## src/rtl/fetch_pkg.sv

```systemverilog
// rtl/fetch_pkg.sv - shared types and constants for the instruction fetch unit
package fetch_pkg;

   localparam int unsigned XLEN   = 32;
   localparam int unsigned ADDR_W = 32;

   localparam logic [ADDR_W-1:0] DEFAULT_RESET_PC = 32'h0000_0000;

   typedef enum logic [1:0] {
      IDLE = 2'd0,
      REQ  = 2'd1,
      DROP = 2'd2
   } fetch_state_e;

   typedef struct packed {
      logic [XLEN-1:0]   instr;
      logic [ADDR_W-1:0] pc;
   } fetch_entry_t;

   function automatic logic [ADDR_W-1:0] word_align(input logic [ADDR_W-1:0] addr);
      return {addr[ADDR_W-1:2], 2'b00};
   endfunction

endpackage

```

## src/rtl/fetch_fifo.sv

```systemverilog
// rtl/fetch_fifo.sv - prefetch buffer of {instr, pc} entries
// Flush wins over push and pop; DEPTH must be a power of two so pointers wrap naturally.
module fetch_fifo
   import fetch_pkg::*;
#(
   parameter  int unsigned DEPTH = 4,
   localparam int unsigned PTR_W = $clog2(DEPTH),
   localparam int unsigned CNT_W = PTR_W + 1
) (
   input  logic               clk_i,
   input  logic               rst_ni,
   input  logic               push_i,
   input  fetch_entry_t       push_entry_i,
   input  logic               pop_i,
   input  logic               flush_i,
   output fetch_entry_t       head_o,
   output logic [CNT_W-1:0]   count_o,
   output logic               full_o,
   output logic               empty_o
);

   fetch_entry_t     mem_q [DEPTH];
   logic [PTR_W-1:0] wr_ptr_q;
   logic [PTR_W-1:0] rd_ptr_q;
   logic [CNT_W-1:0] count_q;
   logic             do_push;
   logic             do_pop;

   assign full_o  = (count_q == CNT_W'(DEPTH));
   assign empty_o = (count_q == '0);
   assign count_o = count_q;
   assign head_o  = mem_q[rd_ptr_q];

   assign do_pop  = pop_i && !flush_i && !empty_o;
   assign do_push = push_i && !flush_i && (!full_o || do_pop);

   always_ff @(posedge clk_i or negedge rst_ni) begin
      if (!rst_ni) begin
         wr_ptr_q <= '0;
         rd_ptr_q <= '0;
         count_q  <= '0;
      end else if (flush_i) begin
         wr_ptr_q <= '0;
         rd_ptr_q <= '0;
         count_q  <= '0;
      end else begin
         if (do_push) wr_ptr_q <= wr_ptr_q + PTR_W'(1);
         if (do_pop)  rd_ptr_q <= rd_ptr_q + PTR_W'(1);
         count_q <= count_q + CNT_W'(do_push) - CNT_W'(do_pop);
      end
   end

   // Storage needs no reset: the head is only observed while count is non-zero.
   always_ff @(posedge clk_i) begin
      if (do_push) mem_q[wr_ptr_q] <= push_entry_i;
   end

endmodule

```

## src/rtl/fetch_unit.sv

```systemverilog
// rtl/fetch_unit.sv - single-outstanding instruction fetcher feeding a prefetch buffer
// Redirects flush the buffer; a request already in flight is completed and its data dropped.
module fetch_unit
   import fetch_pkg::*;
#(
   parameter logic [31:0] RESET_PC   = DEFAULT_RESET_PC,
   parameter int unsigned FIFO_DEPTH = 4
) (
   input  logic        clk,
   input  logic        reset,
   input  logic        redirect,
   input  logic [31:0] redirect_pc,
   output logic        imem_req,
   output logic [31:0] imem_addr,
   input  logic        imem_ack,
   input  logic [31:0] imem_rdata,
   output logic        instr_valid,
   output logic [31:0] instr,
   output logic [31:0] instr_pc,
   input  logic        instr_ready
);

   localparam int unsigned CNT_W = $clog2(FIFO_DEPTH) + 1;

   fetch_state_e     state_q, state_d;
   logic [31:0]      fetch_pc_q, fetch_pc_d;
   logic [31:0]      addr_q, addr_d;
   logic [31:0]      pc_plus4;
   logic [31:0]      redirect_pc_al;
   logic             push;
   logic             pop;
   fetch_entry_t     push_entry;
   fetch_entry_t     head;
   logic [CNT_W-1:0] count;
   logic [CNT_W-1:0] count_after;
   logic             fifo_full;
   logic             fifo_empty;

   assign redirect_pc_al = word_align(redirect_pc);
   assign pc_plus4       = fetch_pc_q + 32'd4;

   assign push        = (state_q == REQ) && imem_ack && !redirect;
   assign pop         = !fifo_empty && instr_ready;
   assign push_entry  = '{instr: imem_rdata, pc: addr_q};
   assign count_after = count + CNT_W'(push) - CNT_W'(pop && !redirect);

   fetch_fifo #(
      .DEPTH (FIFO_DEPTH)
   ) u_fifo (
      .clk_i        (clk),
      .rst_ni       (reset),
      .push_i       (push),
      .push_entry_i (push_entry),
      .pop_i        (pop),
      .flush_i      (redirect),
      .head_o       (head),
      .count_o      (count),
      .full_o       (fifo_full),
      .empty_o      (fifo_empty)
   );

   always_comb begin
      state_d    = state_q;
      fetch_pc_d = fetch_pc_q;
      addr_d     = addr_q;
      unique case (state_q)
         IDLE: begin
            if (redirect) begin
               fetch_pc_d = redirect_pc_al;
               addr_d     = redirect_pc_al;
               state_d    = REQ;
            end else if (!fifo_full) begin
               addr_d  = fetch_pc_q;
               state_d = REQ;
            end
         end
         REQ: begin
            if (redirect) begin
               fetch_pc_d = redirect_pc_al;
               if (imem_ack) addr_d  = redirect_pc_al;
               else          state_d = DROP;
            end else if (imem_ack) begin
               fetch_pc_d = pc_plus4;
               if (count_after < CNT_W'(FIFO_DEPTH)) addr_d  = pc_plus4;
               else                                  state_d = IDLE;
            end
         end
         DROP: begin
            // Old address stays on the bus until the stale response arrives.
            if (redirect) fetch_pc_d = redirect_pc_al;
            if (imem_ack) begin
               state_d = REQ;
               addr_d  = redirect ? redirect_pc_al : fetch_pc_q;
            end
         end
         default: state_d = IDLE;
      endcase
   end

   always_ff @(posedge clk or negedge reset) begin
      if (!reset) begin
         state_q    <= IDLE;
         fetch_pc_q <= RESET_PC;
         addr_q     <= RESET_PC;
      end else begin
         state_q    <= state_d;
         fetch_pc_q <= fetch_pc_d;
         addr_q     <= addr_d;
      end
   end

   assign imem_req    = (state_q != IDLE);
   assign imem_addr   = addr_q;
   assign instr_valid = !fifo_empty;
   assign instr       = instr_valid ? head.instr : 32'd0;
   assign instr_pc    = instr_valid ? head.pc    : 32'd0;

endmodule

```

## config.mk

```make
export PLATFORM = sky130hd
export DESIGN_NAME = fetch_unit
export DESIGN_NICKNAME = d
export VERILOG_FILES = /design/src/rtl/fetch_pkg.sv /design/src/rtl/fetch_fifo.sv /design/src/rtl/fetch_unit.sv
export SDC_FILE = /design/constraint.sdc
export NUM_CORES = 1
export LEC_CHECK = 0
export CORE_AREA = 2 2 207 209
export DETAILED_ROUTE_END_ITERATION = 12
export DIE_AREA = 0 0 209 211
export HOLD_SLACK_MARGIN = 0.06
export PLACE_DENSITY_LB_ADDON = 0.2
export SYNTH_ARGS = -nofsm -noshare
export SYNTH_HDL_FRONTEND = slang
export SYNTH_SLANG_ARGS = --single-unit
```

## constraint.sdc

```tcl
create_clock -name clk -period 9.2 [get_ports clk]
set_input_delay 1.84 -clock clk [delete_from_list [all_inputs] [get_ports clk]]
set_output_delay 1.84 -clock clk [all_outputs]
set_load 0.02 [all_outputs]
```

Yosys cells after proc, flatten, opt, wreduce, memory -nomap -nowiden

Memory sizes are Yosys's and may differ from the RTL's.
Cells that the tools add are included.

Input port bits: 69
Logic and storage cells: 76
Memories kept: 1
Bits in registers: 73
Memory bits (writable): 256

Memory list:

| memory       | depth | width | read ports | clocked after Yosys merged registers in | wr ports | RTL line         | source |
|---|---|---|---|---|---|---|---|
| u_fifo.mem_q | 4     | 64    | 1          | 0                                       | 1        | fetch_fifo.sv:22 | `fetch_entry_t mem_q [DEPTH];` |

Equality and inequality tests: 10
Multiplexer cells: 29
Reductions and logical operators: 22
Add/sub/neg operators: 7
Order comparisons: 1

Operators with widths:

| operator                                             | count |
|---|---|
| two-way mux 32 bit                                   | 12 |
| case mux 32 bit (3 select lines)                     | 1 |
| case mux 32 bit (2 select lines)                     | 1 |
| adder 32 x 3 -> 32 bit (second input constant)       | 1 |
| two-way mux 2 bit                                    | 11 |
| != test 3 bit (second input constant)                | 4 |
| AND reduction 5 bit                                  | 2 |
| nonzero test 2 bit                                   | 4 |
| logical AND 1 bit                                    | 7 |
| adder 3 x 1 -> 3 bit                                 | 2 |
| case mux 2 bit (3 select lines)                      | 1 |
| subtractor 3 x 1 -> 3 bit                            | 2 |
| adder 2 x 1 -> 2 bit (second input constant)         | 2 |
| != test 2 bit (second input constant)                | 2 |
| equality test 3 bit (second input constant)          | 1 |
| logical NOT 1 bit                                    | 3 |
| logical NOT 3 bit                                    | 1 |
| less-than comparator 3 bit (second input constant)   | 1 |
| two-way mux 3 bit                                    | 1 |
| != test 3 x 2 -> 1 bit (second input constant)       | 1 |
| nonzero test 3 bit                                   | 1 |
| equality test 2 x 1 -> 1 bit (second input constant) | 1 |
| equality test 2 bit (second input constant)          | 1 |
| logical NOT 2 bit                                    | 1 |
| other kinds (4)                                      | 5 |

Logic depth before layout (Yosys ltp)

Gate-level depths: netlist of the first run.

Depth after elaboration: 10
Mapped depth: 14
Mapped depth without buffers: 11

By module

From an unflattened synthesis of the first run, not the netlist that was laid out.

Cells, all modules: 989
Area total of the unflattened synthesis: 15033.2 µm²

Modules (own cells, without submodules):

| module     | cells each | area each (µm²) | times used |
|---|---|---|---|
| fetch_fifo | 378        | 9713.1          | 1 |
| fetch_unit | 611        | 5320.1          | 1 |

Worst setup path after synthesis of the first run

No wires, ideal clock.

Path type: input -> register
Start: in redirect
End: reg addr_q[10] (netlist: imem_addr[10])
Setup time: 0.125 ns
Cell stages on the path: 14
Required time: 9.075 ns
Slack: 4.391 ns
Arrival: 4.684 ns
Cell sequence: buf_2 buf_2 buf_2 buf_1 nor2_1 ha_1 inv_1 ha_1 and3b_4 or3_4 a211oi_4 nor2_2 buf_6 mux2_4

Cells in the longest elaborated chain, start to end: 7
Elaborated cells on any way between the ends: 14
Those cells by class: 2 x add/sub; 1 x order compare; 2 x eq/ne; 5 x mux; 4 x reduce/logical

Ends and longest elaborated chain:

| item                                    | RTL line                           | source |
|---|---|---|
| from (decl)                             | fetch_unit.sv:11                   | `input logic redirect,` |
| logical NOT 1 bit                       | fetch_unit.sv:42, fetch_unit.sv:45 |  |
| logical AND 1 bit                       | fetch_unit.sv:42                   | `assign push = (state_q == REQ) && imem_ack && !redirect;` |
| adder 3 x 1 -> 3 bit                    | fetch_unit.sv:45                   | `assign count_after = count + CNT_W'(push) - CNT_W'(pop && !redirect);` |
| subtractor 3 x 1 -> 3 bit               | fetch_unit.sv:45                   |  |
| less-than comparator 3 bit              | fetch_unit.sv:84                   | `if (count_after < CNT_W'(FIFO_DEPTH)) addr_d = pc_plus4;` |
| != test 3 x 2 -> 1 bit (no source line) | n/a                                |  |
| AND reduction 5 bit (no source line)    | n/a                                |  |
| to (signal assigned)                    | fetch_unit.sv:108                  | `addr_q <= addr_d;` |
| to (decl)                               | fetch_unit.sv:27                   | `logic [31:0] addr_q, addr_d;` |

Several ways; a longest one is shown, not always the timed one. The select of a mux whose other input is x is not followed.
A chain may end at the register's enable or synchronous reset.

Worst setup path after layout of the first run

Start: reg u_fifo.rd_ptr_q[0]
End: out instr_pc[12]

Cells in the longest elaborated chain, start to end: 2

Ends and longest elaborated chain:

| item                   | RTL line          | source |
|---|---|---|
| from (decl)            | fetch_fifo.sv:24  | `logic [PTR_W-1:0] rd_ptr_q;` |
| from (signal assigned) | fetch_fifo.sv:48  | `if (do_pop) rd_ptr_q <= rd_ptr_q + PTR_W'(1);` |
| memory (4 x 64 bit)    | n/a               |  |
| two-way mux 32 bit     | fetch_unit.sv:116 | `assign instr_pc = instr_valid ? head.pc : 32'd0;` |
| to (decl)              | fetch_unit.sv:19  | `output logic [31:0] instr_pc,` |

Every way passes these cells.

==> results of run 1 <==
## metrics by stage
step | instance area, sq um | hold WS [ns] | cells | power (mW) | worst slack (ns)
global placement | 16700 | 0.471 | 1568 | 4.18 | 4.22
floorplan | 14600 | 0.454 | 912 | 3.38 | 4.39
detailed placement | 16700 | 0.479 | 1568 | 4.20 | 4.20
global route | 17900 | 0.526 | 1636 | 5.92 | 3.58
CTS | 17900 | 0.498 | 1636 | 5.72 | 3.68
finish | 17900 | 0.498 | 1636 | 5.62 | 3.84
## cell type report
class | count | area [sq um] | share of cell area
clock buffers | 50 | 1030 | 0.0573
clock inverters | 18 | 186 | 0.0104
inverters | 20 | 75.1 | 0.00419
multi-input cells | 503 | 4710 | 0.263
flip-flops and latches | 329 | 9520 | 0.531
well taps | 539 | 674 | 0.0376
repair buffers | 177 | 1730 | 0.0966
## Yosys cell counts, types with 7 or more instances
cell type	count
sky130_fd_sc_hd__a21oi_1	20
sky130_fd_sc_hd__and2_1	76
sky130_fd_sc_hd__and3_1	9
sky130_fd_sc_hd__buf_1	8
sky130_fd_sc_hd__buf_2	16
sky130_fd_sc_hd__clkbuf_1	29
sky130_fd_sc_hd__dfrtp_1	73
sky130_fd_sc_hd__edfxtp_1	256
sky130_fd_sc_hd__ha_1	9
sky130_fd_sc_hd__inv_1	19
sky130_fd_sc_hd__mux2_4	28
sky130_fd_sc_hd__mux2i_1	39
sky130_fd_sc_hd__mux4_2	64
sky130_fd_sc_hd__nand2_1	36
sky130_fd_sc_hd__nand3_1	18
sky130_fd_sc_hd__nand4_1	20
sky130_fd_sc_hd__nor2_1	31
sky130_fd_sc_hd__nor3_1	7
sky130_fd_sc_hd__nor4_1	8
sky130_fd_sc_hd__o21ai_0	27
sky130_fd_sc_hd__o22ai_1	9
sky130_fd_sc_hd__o31ai_1	8
sky130_fd_sc_hd__xnor2_1	7
## worst min path at each step
stage	startpoint	endpoint	slack, ns
floorplan	fetch_pc_q[0]	fetch_pc_q[0]	0.45
global placement	fetch_pc_q[1]	fetch_pc_q[1]	0.47
detailed placement	fetch_pc_q[0]	fetch_pc_q[0]	0.48
CTS	fetch_pc_q[0]	fetch_pc_q[0]	0.50
global route	fetch_pc_q[1]	fetch_pc_q[1]	0.53
finish	fetch_pc_q[0]	fetch_pc_q[0]	0.50
## sequential cells by signal, indices dropped and copies added (netlist names)
signal and flops:
u_fifo.wr_ptr_q 2, imem_addr 32, u_fifo.rd_ptr_q 2, u_fifo.count_o 3, fetch_pc_q 32, u_fifo.mem_q 256, state_q 2
## worst max-delay path, delay by kind of cell, from the launching register on
family,cells,cell delay [ns]
flops,1,0.74
buf+inv,2,1.38
mux,1,0.61
simple gates,1,0.19
## routing by layer
metal	GRT usage	wire (um)	vias up
met5	0	0	-
met4	0.0672	1070	0
met3	0.0251	1340	58
met2	0.255	16400	198
met1	0.219	16100	4329
li1	-	-	3890
## kinds of logic after synthesis
logic type	synth area share
buf+inv	0.0245
flops	0.654
compound gates	0.0581
simple gates	0.0913
fa+ha+maj	0.00911
xor+xnor	0.00722
mux	0.156
## where the power goes
group / internal (mW) / switching [mW]
clock network: 0.897 / 0.591
logic: 0.962 / 1.00
registers: 1.89 / 0.283
total: 3.75 / 1.88
## placed cells by master, fill, tap and decap left out, drive strengths merged, types with 5 or more instances in the layout
| cell | synthesis | layout |
|---|---|---|
| nor4 | 12 | 12 |
| dfrtp | 73 | 73 |
| ha | 9 | 9 |
| xor2 | 5 | 5 |
| xnor2 | 7 | 7 |
| a31oi | 5 | 5 |
| nand3 | 18 | 18 |
| mux2i | 39 | 39 |
| a32oi | 6 | 6 |
| o31ai | 8 | 8 |
| and3 | 9 | 9 |
| o21ai | 29 | 29 |
| a21oi | 20 | 20 |
| mux2 | 30 | 30 |
| nand2 | 36 | 36 |
| clkinv | 1 | 13 |
| nor2 | 32 | 32 |
| a2bb2oi | 5 | 5 |
| inv | 19 | 21 |
| buf | 29 | 15 |
| mux4 | 64 | 64 |
| nor3 | 7 | 7 |
| o221a | 6 | 6 |
| and2 | 76 | 76 |
| o22ai | 9 | 9 |
| clkbuf | 31 | 50 |
| clkdlybuf4s50 | 0 | 162 |
| edfxtp | 256 | 256 |
| nand4 | 21 | 21 |
==> flow_results.xml, run 1 <==
<?xml version="1.0" encoding="UTF-8"?>
<metrics>
  <group name="floorplanning">
    <metric name="die_height" unit="um">211</metric>
    <metric name="design.core.area" unit="sq um">41800</metric>
    <metric name="die_area" unit="sq um">44100</metric>
    <metric name="std_cell_rows" unit="">75</metric>
    <metric name="ioPinCount" unit="">167</metric>
    <metric name="dieWidth" unit="um">209</metric>
    <metric name="floorplan.initialDensity" unit="">0.349</metric>
  </group>
  <group name="detailed_routing">
    <metric name="via_count" unit="">8475</metric>
    <metric name="detail_route.wirelength" unit="um">35000</metric>
    <metric name="route.detailed.wl_per_inst" unit="um">21.4</metric>
    <metric name="drt-pass1-iter-count" unit="">5</metric>
    <metric name="post_route_drc_violation_count" unit="">0</metric>
    <metric name="first_iter_violations" unit="">477</metric>
    <metric name="drtAntennaViolNets" unit="">0</metric>
    <metric name="detail_route.vias_per_cell" unit="">5.18</metric>
  </group>
  <group name="global_routing">
    <metric name="grt_overflow" unit="">0</metric>
    <metric name="grt_pass1_wl" unit="um">53300</metric>
    <metric name="number_of_global_route_vias_before_repair" unit="">8683</metric>
    <metric name="antenna_found_initial" unit="">0</metric>
    <metric name="largest_net_degree_at_the_start_of_global_routing" unit="">68</metric>
    <metric name="grt_use_total" unit="">0.160</metric>
  </group>
  <group name="worst_setup_path">
    <metric name="critPathKind" unit="">reg -&gt; out</metric>
    <metric name="critical_path.slowest_cell" unit="">sky130_fd_sc_hd__buf_4</metric>
    <metric name="rr_startpoint" unit="">u_fifo.count_o[1]</metric>
    <metric name="path_max_fanout" unit="">44</metric>
    <metric name="timing.critical_path.cells" unit="">buf_4 -&gt; mux4_2 -&gt; and2_1 -&gt; clkdlybuf4s50_1</metric>
    <metric name="worstSetupStartpointType" unit="">register</metric>
    <metric name="arrival_time_worst_endpoint" unit="ns">3.52</metric>
    <metric name="r2r_setup_slack" unit="ns">5.32</metric>
    <metric name="worstSetupEndpointType" unit="">primary output</metric>
    <metric name="startpoint" unit="">u_fifo.rd_ptr_q[0]</metric>
    <metric name="worst-endpoint-required" unit="ns">7.36</metric>
    <metric name="rr_worst_depth" unit="">12</metric>
    <metric name="regToRegEndpoint" unit="">imem_addr[29]</metric>
    <metric name="critical-path-max-stage-delay" unit="ns">0.84</metric>
    <metric name="capture_point_of_the_worst_path" unit="">instr_pc[12]</metric>
  </group>
  <group name="timing">
    <metric name="maxClockFrequency" unit="MHz">187</metric>
    <metric name="finalSetupTns" unit="ns">0</metric>
    <metric name="post-route-min-period" unit="ns">5.36</metric>
    <metric name="finClkSkew" unit="ns">0.0250</metric>
    <metric name="max_slew_margin" unit="">0.288</metric>
    <metric name="final.period_utilization" unit="">0.582</metric>
    <metric name="worst-slew-pin-transition" unit="ns">1.07</metric>
    <metric name="final_report_hold_violation_count" unit="">0</metric>
    <metric name="report.final.slew_viol_count" unit="">0</metric>
    <metric name="setup_viol" unit="">0</metric>
    <metric name="unrepaired_setup_endpoints_after_global_routing" unit="">false</metric>
  </group>
  <group name="cts">
    <metric name="tritoncts_clock_tree" unit="">done</metric>
    <metric name="cts.sink_count" unit="">329</metric>
    <metric name="htree_num_levels" unit="">2</metric>
    <metric name="hold_fix_buffer_count_after_cts" unit="">0</metric>
    <metric name="numCtsBuffers" unit="">39</metric>
    <metric name="ctsResizeCount" unit="">0</metric>
    <metric name="clk_pin_slew_worst_paths" unit="ns">0.06</metric>
    <metric name="clk_latency" unit="ns">0.55</metric>
    <metric name="clock-root-buffer" unit="">sky130_fd_sc_hd__clkbuf_16</metric>
    <metric name="clock_tree.buffer_depth" unit="">3</metric>
    <metric name="postCtsSetupRepairBufs" unit="">0</metric>
  </group>
  <group name="synth">
    <metric name="synth.yosys.seq_area_share" unit="">0.654</metric>
    <metric name="synth.avg_cell_area" unit="sq um">16.0</metric>
    <metric name="yosysWarnings" unit="">0</metric>
    <metric name="synth-edff-count" unit="">256</metric>
    <metric name="synth_top_area_share" unit="">0.528</metric>
    <metric name="yosys.area.top_type" unit="">sky130_fd_sc_hd__edfxtp_1</metric>
    <metric name="synth_area" unit="sq um">14600</metric>
    <metric name="syn-instance-count" unit="">912</metric>
    <metric name="yosys.cell_types.count" unit="">66</metric>
    <metric name="synth_top_cells_by_area" unit="">sky130_fd_sc_hd__edfxtp_1, sky130_fd_sc_hd__dfrtp_1, sky130_fd_sc_hd__mux4_2</metric>
    <metric name="synth_seq_cells" unit="">329</metric>
    <metric name="synth_nets" unit="">991</metric>
    <metric name="ys.flop_type" unit="">sky130_fd_sc_hd__edfxtp_1</metric>
    <metric name="synth-async-reset-ratio" unit="">0.222</metric>
  </group>
  <group name="pwr">
    <metric name="total_leakage_power" unit="nW">6.28</metric>
    <metric name="power_density" unit="nW/um^2">314</metric>
    <metric name="worst_vdd_drop" unit="V">0.000170</metric>
  </group>
  <group name="layout">
    <metric name="drive_above_1_share" unit="">0.170</metric>
    <metric name="synthToLayoutAreaGrowth" unit="%">23.1</metric>
    <metric name="nets_final" unit="">1149</metric>
    <metric name="insertedDiodeCount" unit="">0</metric>
    <metric name="final_core_utilization" unit="">0.429</metric>
    <metric name="filler_cell_count" unit="">3746</metric>
  </group>
  <group name="outcome">
    <metric name="outcome" unit="">finished, final reports clean</metric>
  </group>
  <group name="placed_design">
    <metric name="dp_hpwl" unit="um">21100</metric>
    <metric name="gp_congestion" unit="">0.811</metric>
    <metric name="io_buffer_count" unit="">164</metric>
  </group>
  <group name="hold_path">
    <metric name="worst_hold_path_type" unit="">reg -&gt; reg</metric>
    <metric name="hold_depth" unit="">1</metric>
  </group>
  <group name="flow_run">
    <metric name="cap_violations" unit="">0</metric>
  </group>
</metrics>
(Power assumes the default switching activity.)
==> run 2: changes to the inputs <==
- clock period: 9.2 -> 5.5 ns (I/O delays scaled with it)
==> run 2 against run 1 <==
Effect of this change: hold slack worse by 0.017 ns; clock power up 65%; sequential power grew 69%; final cell count grew 0.37%; combinational power rose by 67%; sequential cell count unchanged; setup slack lost 2.6 ns; sequential share of layout area down 0.32 points; clock skew fell by 0.0093 ns; register-to-register slack lost 3.6 ns; die area unchanged; highest routed layer is now met5.
==> flow_results.xml, run 2 (synthesis results as in run 1) <==
<?xml version="1.0" encoding="UTF-8"?>
<metrics>
  <group name="hold_path">
    <metric name="worst_hold_path_type" unit="">in -&gt; async</metric>
  </group>
  <group name="global_routing">
    <metric name="grt_overflow" unit="">0</metric>
    <metric name="largest_net_degree_at_the_start_of_global_routing" unit="">47</metric>
    <metric name="grt_use_total" unit="">0.163</metric>
    <metric name="antenna_found_initial" unit="">1</metric>
    <metric name="grt_pass1_wl" unit="um">54100</metric>
    <metric name="number_of_global_route_vias_before_repair" unit="">8706</metric>
  </group>
  <group name="detailed_routing">
    <metric name="detail_route.wirelength" unit="um">35600</metric>
    <metric name="via_count" unit="">8592</metric>
    <metric name="drt-pass1-iter-count" unit="">5</metric>
    <metric name="route.detailed.wl_per_inst" unit="um">21.7</metric>
    <metric name="detail_route.vias_per_cell" unit="">5.23</metric>
    <metric name="first_iter_violations" unit="">388</metric>
    <metric name="drtAntennaViolNets" unit="">0</metric>
    <metric name="post_route_drc_violation_count" unit="">0</metric>
  </group>
  <group name="cts">
    <metric name="htree_num_levels" unit="">2</metric>
    <metric name="clock_tree.buffer_depth" unit="">3</metric>
    <metric name="clk_latency" unit="ns">0.54</metric>
    <metric name="clk_pin_slew_worst_paths" unit="ns">0.05</metric>
    <metric name="postCtsSetupRepairBufs" unit="">0</metric>
    <metric name="numCtsBuffers" unit="">39</metric>
    <metric name="hold_fix_buffer_count_after_cts" unit="">0</metric>
    <metric name="clock-root-buffer" unit="">sky130_fd_sc_hd__clkbuf_16</metric>
    <metric name="tritoncts_clock_tree" unit="">done</metric>
    <metric name="ctsResizeCount" unit="">0</metric>
    <metric name="cts.sink_count" unit="">329</metric>
  </group>
  <group name="layout">
    <metric name="mostFrequentLayoutCells" unit="">sky130_fd_sc_hd__edfxtp_1, sky130_fd_sc_hd__clkdlybuf4s50_1, sky130_fd_sc_hd__and2_1</metric>
    <metric name="layout.cells.most_common" unit="">sky130_fd_sc_hd__edfxtp_1</metric>
    <metric name="largest_reg_flops" unit="">256</metric>
    <metric name="register_with_the_most_flip_flops" unit="">u_fifo.mem_q</metric>
    <metric name="insertedDiodeCount" unit="">0</metric>
    <metric name="synthToLayoutAreaGrowth" unit="%">23.9</metric>
    <metric name="fin_area" unit="sq um">18000</metric>
    <metric name="filler_cell_count" unit="">3767</metric>
    <metric name="nets_final" unit="">1157</metric>
    <metric name="drive_above_1_share" unit="">0.180</metric>
  </group>
  <group name="timing">
    <metric name="maxClockFrequency" unit="MHz">235</metric>
    <metric name="final_report_hold_violation_count" unit="">0</metric>
    <metric name="final.period_utilization" unit="">0.775</metric>
    <metric name="report.final.slew_viol_count" unit="">0</metric>
    <metric name="finClkSkew" unit="ns">0.0157</metric>
    <metric name="finalSetupTns" unit="ns">0</metric>
    <metric name="worst-slew-pin-transition" unit="ns">1.03</metric>
    <metric name="setup_viol" unit="">0</metric>
    <metric name="unrepaired_setup_endpoints_after_global_routing" unit="">false</metric>
    <metric name="max_slew_margin" unit="">0.316</metric>
    <metric name="post-route-min-period" unit="ns">4.26</metric>
  </group>
  <group name="placed_design">
    <metric name="io_buffer_count" unit="">164</metric>
    <metric name="dp_hpwl" unit="um">22000</metric>
    <metric name="gp_congestion" unit="">0.797</metric>
    <metric name="placed_cell_area" unit="sq um">16800</metric>
  </group>
  <group name="worst_setup_path">
    <metric name="worstSetupStartpointType" unit="">register</metric>
    <metric name="arrival_time_worst_endpoint" unit="ns">3.16</metric>
    <metric name="path_max_fanout" unit="">37</metric>
    <metric name="worst-endpoint-required" unit="ns">4.40</metric>
    <metric name="worstSetupEndpointType" unit="">primary output</metric>
    <metric name="critPathKind" unit="">reg -&gt; out</metric>
  </group>
  <group name="floorplanning">
    <metric name="die_height" unit="um">211</metric>
    <metric name="design.core.area" unit="sq um">41800</metric>
    <metric name="ioPinCount" unit="">167</metric>
    <metric name="dieWidth" unit="um">209</metric>
    <metric name="die_area" unit="sq um">44100</metric>
    <metric name="floorplan.initialDensity" unit="">0.349</metric>
    <metric name="std_cell_rows" unit="">75</metric>
  </group>
  <group name="flow_run">
    <metric name="cap_violations" unit="">0</metric>
  </group>
  <group name="pwr">
    <metric name="worst_vdd_drop" unit="V">0.000330</metric>
    <metric name="power_density" unit="nW/um^2">521</metric>
    <metric name="total_leakage_power" unit="nW">6.33</metric>
  </group>
  <group name="outcome">
    <metric name="outcome" unit="">finished, final reports clean</metric>
  </group>
</metrics>
run 2: changes by cell type in the layout (fill, tap and decap cells not counted), moves of 2 or more:
cell / before / now
sky130_fd_sc_hd__buf_12: 0 / 5
sky130_fd_sc_hd__buf_4: 14 / 17
sky130_fd_sc_hd__bufinv_16: 4 / 2
sky130_fd_sc_hd__clkbuf_16: 39 / 41
sky130_fd_sc_hd__clkinv_1: 10 / 6
sky130_fd_sc_hd__clkinv_4: 0 / 2
sky130_fd_sc_hd__clkinvlp_4: 0 / 2
sky130_fd_sc_hd__inv_6: 2 / 0
run 2: through the flow:
step                cells  total power, mW  setup WS [ns]  hold slack (ns)  utilization
finish               1642             9.40           1.24            0.481        0.432
global route         1642             9.91          0.970            0.491        0.432
CTS                  1642             9.57           1.07            0.472        0.432
detailed placement   1576             7.06           1.33            0.471        0.403
global placement     1576             7.03           1.35            0.473        0.403
floorplan             912             5.66           1.43            0.454            -
run 2: area by class of cell:
type / instances / area (sq um) / area share
Clock inverter: 15 / 131 / 0.00728
Tap cell: 539 / 674 / 0.0374
Inverter: 20 / 75.1 / 0.00416
Timing Repair Buffer: 185 / 1850 / 0.103
Sequential cell: 329 / 9520 / 0.528
Clock buffer: 51 / 1070 / 0.0595
Multi-Input combinational cell: 503 / 4710 / 0.261
run 2: worst paths after layout:
kind / cells after the start / slack (ns) / to / startpoint
max reg2reg: 12 / 1.71 / imem_addr[24] / u_fifo.count_o[2]
max: 4 / 1.24 / instr[20] / u_fifo.rd_ptr_q[0]
min reg2reg: 1 / 0.49 / fetch_pc_q[1] / fetch_pc_q[1]
min in group clk: 1 / 0.49 / fetch_pc_q[1] / fetch_pc_q[1]
min: 1 / 0.48 / imem_addr[21] / reset
max in group asynchronous: 2 / 4.04 / imem_addr[5] / reset
run 2: layer usage:
metal  wire length, um  vias up  GRT usage
met5                13        -          0
met4               717        2     0.0419
met3              1590       62     0.0343
met2             16800      207      0.259
met1             16500     4413      0.228
li1                  -     3908          -
run 2: report_power, final:
group | switching [mW] | internal (mW)
clock network | 0.995 | 1.46
logic | 1.65 | 1.63
registers | 0.508 | 3.15
run 2: worst max-delay path, cell delays in order (launching register included):
cell and delay, ns:
sky130_fd_sc_hd__dfrtp_4 0.97, sky130_fd_sc_hd__buf_4 0.40, sky130_fd_sc_hd__mux4_2 0.52, sky130_fd_sc_hd__and2_1 0.19, sky130_fd_sc_hd__clkdlybuf4s50_1 0.54
